$ cat config.mk
export PLATFORM = sky130hd
export DESIGN_NAME = box_anim_ctrl
export DESIGN_NICKNAME = d
export VERILOG_FILES = /design/src/rtl/box_anim_pkg.sv /design/src/rtl/box_anim_ctrl_frame_tick_gen.sv /design/src/rtl/box_anim_ctrl.sv
export SDC_FILE = /design/constraint.sdc
export NUM_CORES = 1
export LEC_CHECK = 0
export ABC_CLOCK_PERIOD_IN_PS = 2300
export CAP_MARGIN = 40
export CORE_UTILIZATION = 30
export DETAILED_ROUTE_END_ITERATION = 8
export PLACE_DENSITY_LB_ADDON = 0.15
export SLEW_MARGIN = 15
export SYNTH_ARGS = -nofsm -noshare
export SYNTH_HDL_FRONTEND = slang
export SYNTH_SLANG_ARGS = --single-unit
export TNS_END_PERCENT = 10
$ cat constraint.sdc
create_clock -name clock -period 2.3 [get_ports clock]
set_input_delay 0.46 -clock clock [delete_from_list [all_inputs] [get_ports clock]]
set_output_delay 0.46 -clock clock [all_outputs]
set_load 0.01 [all_outputs]
$ cat src/rtl/box_anim_pkg.sv
// Shared types and constants for the bouncing-box animation controller.
package box_anim_pkg;

  typedef enum logic [2:0] {
    S_IDLE,
    S_LOAD_X,
    S_LOAD_Y,
    S_DRAW,
    S_WAIT,
    S_ERASE,
    S_MOVE
  } state_e;

  // One burst covers the 4x4 box; the datapath's 4-bit pixel counter wraps on it.
  localparam int BOX_PIXELS = 16;
  localparam int SCREEN_W   = 160;
  localparam int SCREEN_H   = 120;

  // Result of one bounce step along a single axis.
  typedef struct packed {
    logic       neg;  // 1: moving toward 0
    logic [7:0] pos;
  } move_t;

  // Advance one axis by one pixel, reflecting at 0 and at max.
  // The reflection lands one pixel inside, so the position never leaves 0..max.
  function automatic move_t bounce_step(input logic [7:0] pos,
                                        input logic       neg,
                                        input logic [7:0] max);
    move_t r;
    if (!neg && pos == max) begin
      r.neg = 1'b1;
      r.pos = max - 8'd1;
    end else if (neg && pos == 8'd0) begin
      r.neg = 1'b0;
      r.pos = 8'd1;
    end else if (neg) begin
      r.neg = 1'b1;
      r.pos = pos - 8'd1;
    end else begin
      r.neg = 1'b0;
      r.pos = pos + 8'd1;
    end
    return r;
  endfunction

endpackage

$ cat src/rtl/box_anim_ctrl_frame_tick_gen.sv
// Free-running frame tick: counts 0..FRAME_TICKS-1 and pulses tick for the
// single cycle in which the counter wraps.
module frame_tick_gen #(
  parameter int FRAME_TICKS = 833333
) (
  input  logic clock,
  input  logic reset,
  output logic tick
);

  localparam int CW = (FRAME_TICKS > 1) ? $clog2(FRAME_TICKS) : 1;

  logic [CW-1:0] cnt_q, cnt_d;

  // Wrap detection and next count.
  always_comb begin
    tick  = (cnt_q == CW'(FRAME_TICKS - 1));
    cnt_d = tick ? '0 : cnt_q + 1'b1;
  end

  // Counter register.
  always_ff @(posedge clock) begin
    if (reset) cnt_q <= '0;
    else       cnt_q <= cnt_d;
  end

endmodule

$ cat src/rtl/box_anim_ctrl.sv
// Bouncing-box animation sequencer: load_x, load_y, 16-cycle draw, wait a
// number of frames, 16-cycle erase, move one pixel diagonally, repeat.
// Optional macro BOX_ANIM_PAUSE_EN adds a pause input that freezes the
// frame count while the box is shown.
module box_anim_ctrl
  import box_anim_pkg::*;
#(
  parameter int FRAME_TICKS     = 833333,
  parameter int FRAMES_PER_MOVE = 15,
  parameter int X_MAX           = 156,
  parameter int Y_MAX           = 116
) (
  input  logic       clock,
  input  logic       reset,
  input  logic       go,
  output logic [7:0] x_pos,
  output logic [6:0] y_pos,
  output logic       load_x,
  output logic       load_y,
  output logic       draw,
  output logic       erase,
  output logic       plot,
`ifdef BOX_ANIM_PAUSE_EN
  output logic       busy,
  input  logic       pause
`else
  output logic       busy
`endif
);

  localparam int FW = $clog2(FRAMES_PER_MOVE + 1);

  logic pause_w;
`ifdef BOX_ANIM_PAUSE_EN
  assign pause_w = pause;
`else
  assign pause_w = 1'b0;
`endif

  state_e        state_q, state_d;
  logic [7:0]    x_q, x_d;
  logic [6:0]    y_q, y_d;
  logic          dxn_q, dxn_d;  // 1: moving left
  logic          dyn_q, dyn_d;  // 1: moving up
  logic [3:0]    pix_q, pix_d;
  logic [FW-1:0] frame_q, frame_d;
  logic          tick;
  move_t         mv_x, mv_y;

  frame_tick_gen #(.FRAME_TICKS(FRAME_TICKS)) u_tick (
    .clock (clock),
    .reset (reset),
    .tick  (tick)
  );

  assign mv_x = bounce_step(x_q, dxn_q, 8'(X_MAX));
  assign mv_y = bounce_step({1'b0, y_q}, dyn_q, 8'(Y_MAX));

  assign x_pos = x_q;
  assign y_pos = y_q;

  // Next-state, counters, position update and Moore strobes.
  always_comb begin
    state_d = state_q;
    x_d     = x_q;
    y_d     = y_q;
    dxn_d   = dxn_q;
    dyn_d   = dyn_q;
    pix_d   = pix_q;
    frame_d = frame_q;
    load_x  = 1'b0;
    load_y  = 1'b0;
    draw    = 1'b0;
    erase   = 1'b0;
    case (state_q)
      S_IDLE: begin
        if (go) state_d = S_LOAD_X;
      end
      S_LOAD_X: begin
        load_x  = 1'b1;
        state_d = S_LOAD_Y;
      end
      S_LOAD_Y: begin
        load_y  = 1'b1;
        pix_d   = '0;
        state_d = S_DRAW;
      end
      S_DRAW: begin
        draw  = 1'b1;
        pix_d = pix_q + 4'd1;
        if (pix_q == 4'(BOX_PIXELS - 1)) begin
          frame_d = '0;
          state_d = S_WAIT;
        end
      end
      S_WAIT: begin
        // Ticks count only here; pause freezes the frame count.
        if (tick && !pause_w) begin
          frame_d = frame_q + 1'b1;
          if (frame_q + 1'b1 == FW'(FRAMES_PER_MOVE)) begin
            pix_d   = '0;
            state_d = S_ERASE;
          end
        end
      end
      S_ERASE: begin
        erase = 1'b1;
        pix_d = pix_q + 4'd1;
        if (pix_q == 4'(BOX_PIXELS - 1)) state_d = S_MOVE;
      end
      S_MOVE: begin
        x_d     = mv_x.pos;
        dxn_d   = mv_x.neg;
        y_d     = 7'(mv_y.pos);
        dyn_d   = mv_y.neg;
        state_d = go ? S_LOAD_X : S_IDLE;
      end
      default: state_d = S_IDLE;
    endcase
    plot = draw | erase;
    busy = (state_q != S_IDLE);
  end

  // State and datapath registers; reset overrides any burst in progress.
  always_ff @(posedge clock) begin
    if (reset) begin
      state_q <= S_IDLE;
      x_q     <= '0;
      y_q     <= '0;
      dxn_q   <= 1'b0;
      dyn_q   <= 1'b0;
      pix_q   <= '0;
      frame_q <= '0;
    end else begin
      state_q <= state_d;
      x_q     <= x_d;
      y_q     <= y_d;
      dxn_q   <= dxn_d;
      dyn_q   <= dyn_d;
      pix_q   <= pix_d;
      frame_q <= frame_d;
    end
  end

endmodule

==> run summary, run 1 <==
number of vias in the routed layout: 2,526
Setup-failing EPs final: 0
Worst-path clk slew: 0.10 ns
area leader, netlist: dfxtp_1
Cells after Synth: 353
crit share post-route: 94.5%
critical path's largest stage delay: 0.53 ns
Seq/Total Area, Yosys: 33.2%
distinct cell type count after synthesis: 54
Inserted Diodes: 0
CP Capture Type: primary output
gpl congestion: 0.788
area grow syn2layout: 18.4%
vias per cell: 4.92
post-route ant nets: 0
CTS tree: done
fin worst setup slack: 0.128 ns
Root Driver: clkbuf_8
row count: 35
met3 Use GR: 2.58%
All-Layer GR Usage: 13.5%
CORE AREA: 9280 sq um
share of layout cells above drive strength 1: 7.29%
Worst Hold Class: register to register
clock share of power: 36.2%
count leader, synth: dfxtp_1
clk sinks: 48
Port Buffers: 23
power per cell area: 436 nW/um^2
Syn Area/Cell: 8.20 sq um
crit path DAT: 1.71 ns
syn_nets: 374
largest buffer count on any clock path: 2
Tmin final: 2.17 ns
ys async rst share: 0%
Worst setup SP type: register
die width: 100 um
Net count, final: 404
internal power: 1130 uW
dominant synthesized flop cell: dfxtp_1
RSZ-0062 raised after global routing: no
Setup TNS: 0 ns
worst hold slack: 0.468 ns
Critical Path, Cell by Cell: nor2b_1 > and2_1 > clkdlybuf4s50_1
Worst EP required: 1.84 ns
Seq pwr share: 57.5%
vias in the first global route: 2,291
worst-skew pair later-pin latency: 0.30 ns
DRC violations left: 0
First-pass DRT Iterations: 4
critical path class: register to primary output
CTS Hold Buffers Added: 0
outcome: finished, final reports clean
postcts setup bufs: 0
max frequency: 460 MHz
Total Routed Length: 6.43 mm
sw frac: 24.2%
synth top area cells: dfxtp_1 (33%), ha_1 (6.9%), nor2_1 (5.8%), xnor2_1 (4.2%), nand3_1 (3.5%)
H-tree Lvls: 2
actual slew at the worst max-slew pin: 0.540 ns
Die Y: 100 um
CP max FO: 14
total power draw: 1490 uW
initial antenna violation count: 0
Max-cap violations: 0
most frequent cells after synthesis: dfxtp_1 (48), nor2_1 (45), nand2_1 (22), nand3_1 (20), a21oi_1 (19)
Cell Area, Synth: 2890 sq um
layer with the highest usage: met2
yosys warns: 0
Leak: 0.00126 uW
Post-synth EDFFs: 0
Final Hold Viols: 0
die area: 10,000 sq um
DP HPWL: 4.78 mm
#FFs+latches synth: 48
global routing met2 resource utilization: 22.3%
total gr overflow: 0
io pins: 24
Switch Pwr: 361 uW
fillcell total: 998
Place WS: 0.127 ns
Slew Limit Fails: 0
drt first-iter violations: 73
first-pass GRT wire length: 10.9 mm
skew final: 0.0133 ns
highest-delay cell along the critical path: clkdlybuf4s50_1
peak supply drop: 239 uV
cts bufs inserted: 5
Slew HR: 63.7%
GRT met1 Usage: 18.1%
starting density of the core: 31.2%
Comb pwr share: 6.4%
largest net degree at the start of global routing: 17
wire per inst: 12.5 um
Synth top area share: 33.2%
## logic make-up after synthesis
family | Yosys count | share of synthesized area, %
AO/OA/AOI/OAI | 72 | 16.6
XOR/XNOR | 23 | 6.96
adder cells (fa/ha/maj) | 18 | 8.30
buffers and inverters | 27 | 3.54
flip-flops | 48 | 33.2
multiplexers | 5 | 1.77
AND/OR/NAND/NOR | 160 | 29.6
## worst max-delay path: cells and delay by family, from the launching register on
family	cells	cell delay, ns
buffers and inverters	1	0.53
flip-flops	1	0.47
AND/OR/NAND/NOR	2	0.41
## cells in the final DEF, fill, tap and decap left out, types with 3 or more instances in the layout
cell type,netlist,final
ha_1,16,16
nand3b_1,3,3
a31oi_1,6,6
dfxtp_2,0,3
mux2i_1,4,4
a211oi_1,3,3
nand2b_1,8,8
dfxtp_1,48,45
nor4_1,5,5
o21ai_0,11,11
and2_1,6,6
nor2b_1,6,6
a21o_1,7,7
nand4_1,6,6
xnor2_1,14,14
or3_1,8,8
nor3_1,11,11
nand3_1,20,20
a32oi_1,3,3
nor3b_1,6,6
xor2_1,9,9
clkbuf_8,0,6
buf_4,0,12
clkdlybuf4s50_1,0,23
nor2_1,45,45
inv_1,15,15
nand2_1,22,22
a21oi_1,19,19
## metrics by stage
stage	utilization [%]	instance area, sq um	cells
2_1_floorplan	-	2890	353
3_3_place_gp	35.9	3330	505
3_5_place_dp	35.9	3330	505
4_1_cts	36.9	3420	513
5_1_grt	36.9	3430	513
6_report	36.9	3430	513
## per-layer routing
layer	part of all wire, %	up-vias
li1	-	1334
met1	50	1171
met2	47	19
met3	2.1	2
met4	0.48	0
met5	0	-
## area by class of cell
cell class	instances	area (sq um)	share of cell area, %
multi-input combinational	278	1830	53.4
sequential	48	965	28.1
clock inverter	1	7.51	0.219
clock buffer	7	86.3	2.52
tap	129	161	4.71
timing repair buffer	35	320	9.35
inverter	15	56.3	1.64
## power by group through the flow
stage | sequential (uW) | clock [uW] | combinational [uW]
after floorplan | 866 | 0 | 67.4
after CTS | 858 | 569 | 96.8
final | 858 | 540 | 95.1
after global placement | 877 | 0 | 96.1
after detailed placement | 877 | 0 | 96.4
after global routing | 862 | 599 | 106
## path summary, 6_finish.rpt
| path | start | slack [ns] | depth (start not counted) | endpoint |
|---|---|---|---|---|
| setup reg to reg | y_pos[0]$_SDFFE_PP0P_ | 0.24 | 6 | y_pos[6]$_SDFFE_PP0P_ |
| hold reg to reg | u_tick.cnt_q[0]$_SDFF_PP0_ | 0.47 | 1 | u_tick.cnt_q[0]$_SDFF_PP0_ |
| setup / recovery | state_q[1]$_SDFFE_PP0P_ | 0.13 | 3 | draw |
| hold / removal | u_tick.cnt_q[0]$_SDFF_PP0_ | 0.47 | 1 | u_tick.cnt_q[0]$_SDFF_PP0_ |
## flip-flops by register name, indices dropped and copies added, names as in the netlist
signal	count
dxn_q	1
dyn_q	1
frame_q	4
pix_q	4
state_q	3
u_tick.cnt_q	20
x_pos	8
y_pos	7
## repair_timing
item / CTS / global route
gates cloned: 0 / 0
endpoints found under the setup margin: 1 / 2
gates resized for setup: 1 / 2
Power figures use the tool's default switching activity.
==> run 2, diff against run 1 <==
--- a/config.mk
+++ b/config.mk
@@ -7,6 +7,8 @@
 export LEC_CHECK = 0
 export ABC_CLOCK_PERIOD_IN_PS = 2300
 export CAP_MARGIN = 40
+export CELL_PAD_IN_SITES_DETAIL_PLACEMENT = 0
+export CELL_PAD_IN_SITES_GLOBAL_PLACEMENT = 1
 export CORE_UTILIZATION = 30
 export DETAILED_ROUTE_END_ITERATION = 8
 export PLACE_DENSITY_LB_ADDON = 0.15
==> run summary, run 2 (synthesized netlist as in run 1, its figures left out) <==
gpl congestion: 0.807 (was 0.788)
CP Capture Type: primary output (unchanged)
actual slew at the worst max-slew pin: 0.525 ns (was 0.540 ns)
Root Driver: clkbuf_8 (unchanged)
max frequency: 465 MHz (was 460 MHz)
number of vias in the routed layout: 2,522 (was 2,526)
Port Buffers: 23 (unchanged)
RSZ-0062 raised after global routing: no (unchanged)
largest buffer count on any clock path: 2 (unchanged)
row count: 35 (unchanged)
die area: 10,000 sq um (unchanged)
Leak: 0.00126 uW (about the same)
CP max FO: 16 (was 14)
H-tree Lvls: 2 (unchanged)
Die Y: 100 um (unchanged)
Setup TNS: 0 ns (unchanged)
Tmin final: 2.15 ns (was 2.17 ns)
io pins: 24 (unchanged)
Worst Hold Class: register to register (unchanged)
critical path's largest stage delay: 0.61 ns (was 0.53 ns)
initial antenna violation count: 0 (unchanged)
die width: 100 um (unchanged)
critical path class: register to primary output (unchanged)
All-Layer GR Usage: 13.6% (was 13.5%)
Slew Limit Fails: 0 (unchanged)
Largest Register: u_tick.cnt_q (unchanged)
starting density of the core: 31.2% (unchanged)
DP HPWL: 4.79 mm (was 4.78 mm)
Critical Path, Cell by Cell: and2_1 > clkdlybuf4s50_1 (was nor2b_1 > and2_1 > clkdlybuf4s50_1)
post-route ant nets: 0 (unchanged)
DRC violations left: 0 (unchanged)
Net count, final: 404 (unchanged)
commonest non-fill, non-tap cells in the layout: nor2_1 (45), dfxtp_1 (45), clkdlybuf4s50_1 (23) (unchanged)
max reg flops: 20 (unchanged)
cts bufs inserted: 5 (unchanged)
crit path DAT: 1.69 ns (was 1.71 ns)
worst-skew pair later-pin latency: 0.30 ns (about the same)
fillcell total: 1,006 (was 998)
power per cell area: 430 nW/um^2 (was 436 nW/um^2)
Worst EP required: 1.84 ns (about the same)
total gr overflow: 0 (unchanged)
First-pass DRT Iterations: 4 (unchanged)
CORE AREA: 9280 sq um (unchanged)
Final Hold Viols: 0 (unchanged)
largest net degree at the start of global routing: 21 (was 17)
crit share post-route: 93.5% (was 94.5%)
vias in the first global route: 2,346 (was 2,291)
CTS tree: done (unchanged)
Total Routed Length: 6.49 mm (was 6.43 mm)
Worst setup SP type: register (unchanged)
clk sinks: 48 (unchanged)
Slew HR: 64.7% (was 63.7%)
first-pass GRT wire length: 11.1 mm (was 10.9 mm)
Final Cell Area: 3440 sq um (was 3430 sq um)
wire per inst: 12.6 um (was 12.5 um)
peak supply drop: 214 uV (was 239 uV)
vias per cell: 4.92 (about the same)
postcts setup bufs: 0 (unchanged)
Setup-failing EPs final: 0 (unchanged)
Inserted Diodes: 0 (unchanged)
placed cell area: 3340 sq um (was 3330 sq um)
Worst-path clk slew: 0.10 ns (about the same)
drt first-iter violations: 62 (was 73)
Max-cap violations: 0 (unchanged)
area grow syn2layout: 18.8% (was 18.4%)
outcome: finished, final reports clean (unchanged)
share of layout cells above drive strength 1: 7.55% (was 7.29%)
skew final: 0.00737 ns (was 0.0133 ns)
highest-delay cell along the critical path: dfxtp_1 (was clkdlybuf4s50_1)
CTS Hold Buffers Added: 0 (unchanged)
[run 2: changes by cell type in the layout (fill, tap and decap cells not counted), sizes merged]
| cell | before | now |
|---|---|---|
| clkinvlp | 1 | 2 |
| clkbuf | 7 | 5 |
| clkinv | 0 | 1 |
[run 2: timing repair]
| action | 4_1_cts | 5_1_grt |
|---|---|---|
| endpoints found under the setup margin | 0 | 4 |
| endpoints found under the hold margin | 0 | 0 |
| gates resized for setup | 0 | 3 |
[run 2: worst paths after layout]
| path | from | end | slack [ns] | cells after the start |
|---|---|---|---|---|
| setup / recovery | state_q[0]$_SDFFE_PP0P_ | erase | 0.15 | 2 |
| hold / removal | u_tick.cnt_q[0]$_SDFF_PP0_ | u_tick.cnt_q[0]$_SDFF_PP0_ | 0.48 | 1 |
| setup reg to reg | y_pos[0]$_SDFFE_PP0P_ | y_pos[6]$_SDFFE_PP0P_ | 0.24 | 6 |
| hold reg to reg | u_tick.cnt_q[0]$_SDFF_PP0_ | u_tick.cnt_q[0]$_SDFF_PP0_ | 0.48 | 1 |
[run 2: layout make-up]
class                   instances  area [sq um]  share of cell area (%)
flip-flops and latches         48           965                    28.1
clock inverters                 3          23.8                   0.691
well taps                     129           161                    4.69
clock buffers                   5          68.8                    2.00
inverters                      15          56.3                    1.64
multi-input cells             278          1830                    53.2
repair buffers                 35           333                    9.68
[run 2: layer usage]
layer / global-route usage, % / wire length, um
met3: 2.51 / 121
met1: 18.5 / 3350
met2: 22.1 / 2960
met4: 3.68 / 57
met5: 0 / 0
[run 2: stage by stage]
step	hold slack, ns	cells	setup slack (ns)	utilization, %	total power (uW)
after CTS	0.481	513	0.000617	37.0	1510
after global routing	0.501	513	0.0361	37.0	1550
after floorplan	0.425	353	0.329	-	934
after detailed placement	0.456	505	0.139	36.0	975
after global placement	0.439	505	0.170	36.0	975
final	0.479	513	0.150	37.0	1480
[run 2: critical path: cells and delay by family, from the launching register on]
kind                   cells  cell delay (ns)
flip-flops                 1             0.61
buffers and inverters      1             0.54
AND/OR/NAND/NOR            1             0.23
[run 2: where the power goes]
part	switching, uW	internal (uW)
combinational	48.8	47.7
clock	309	216
sequential	18.2	840
total	376	1100
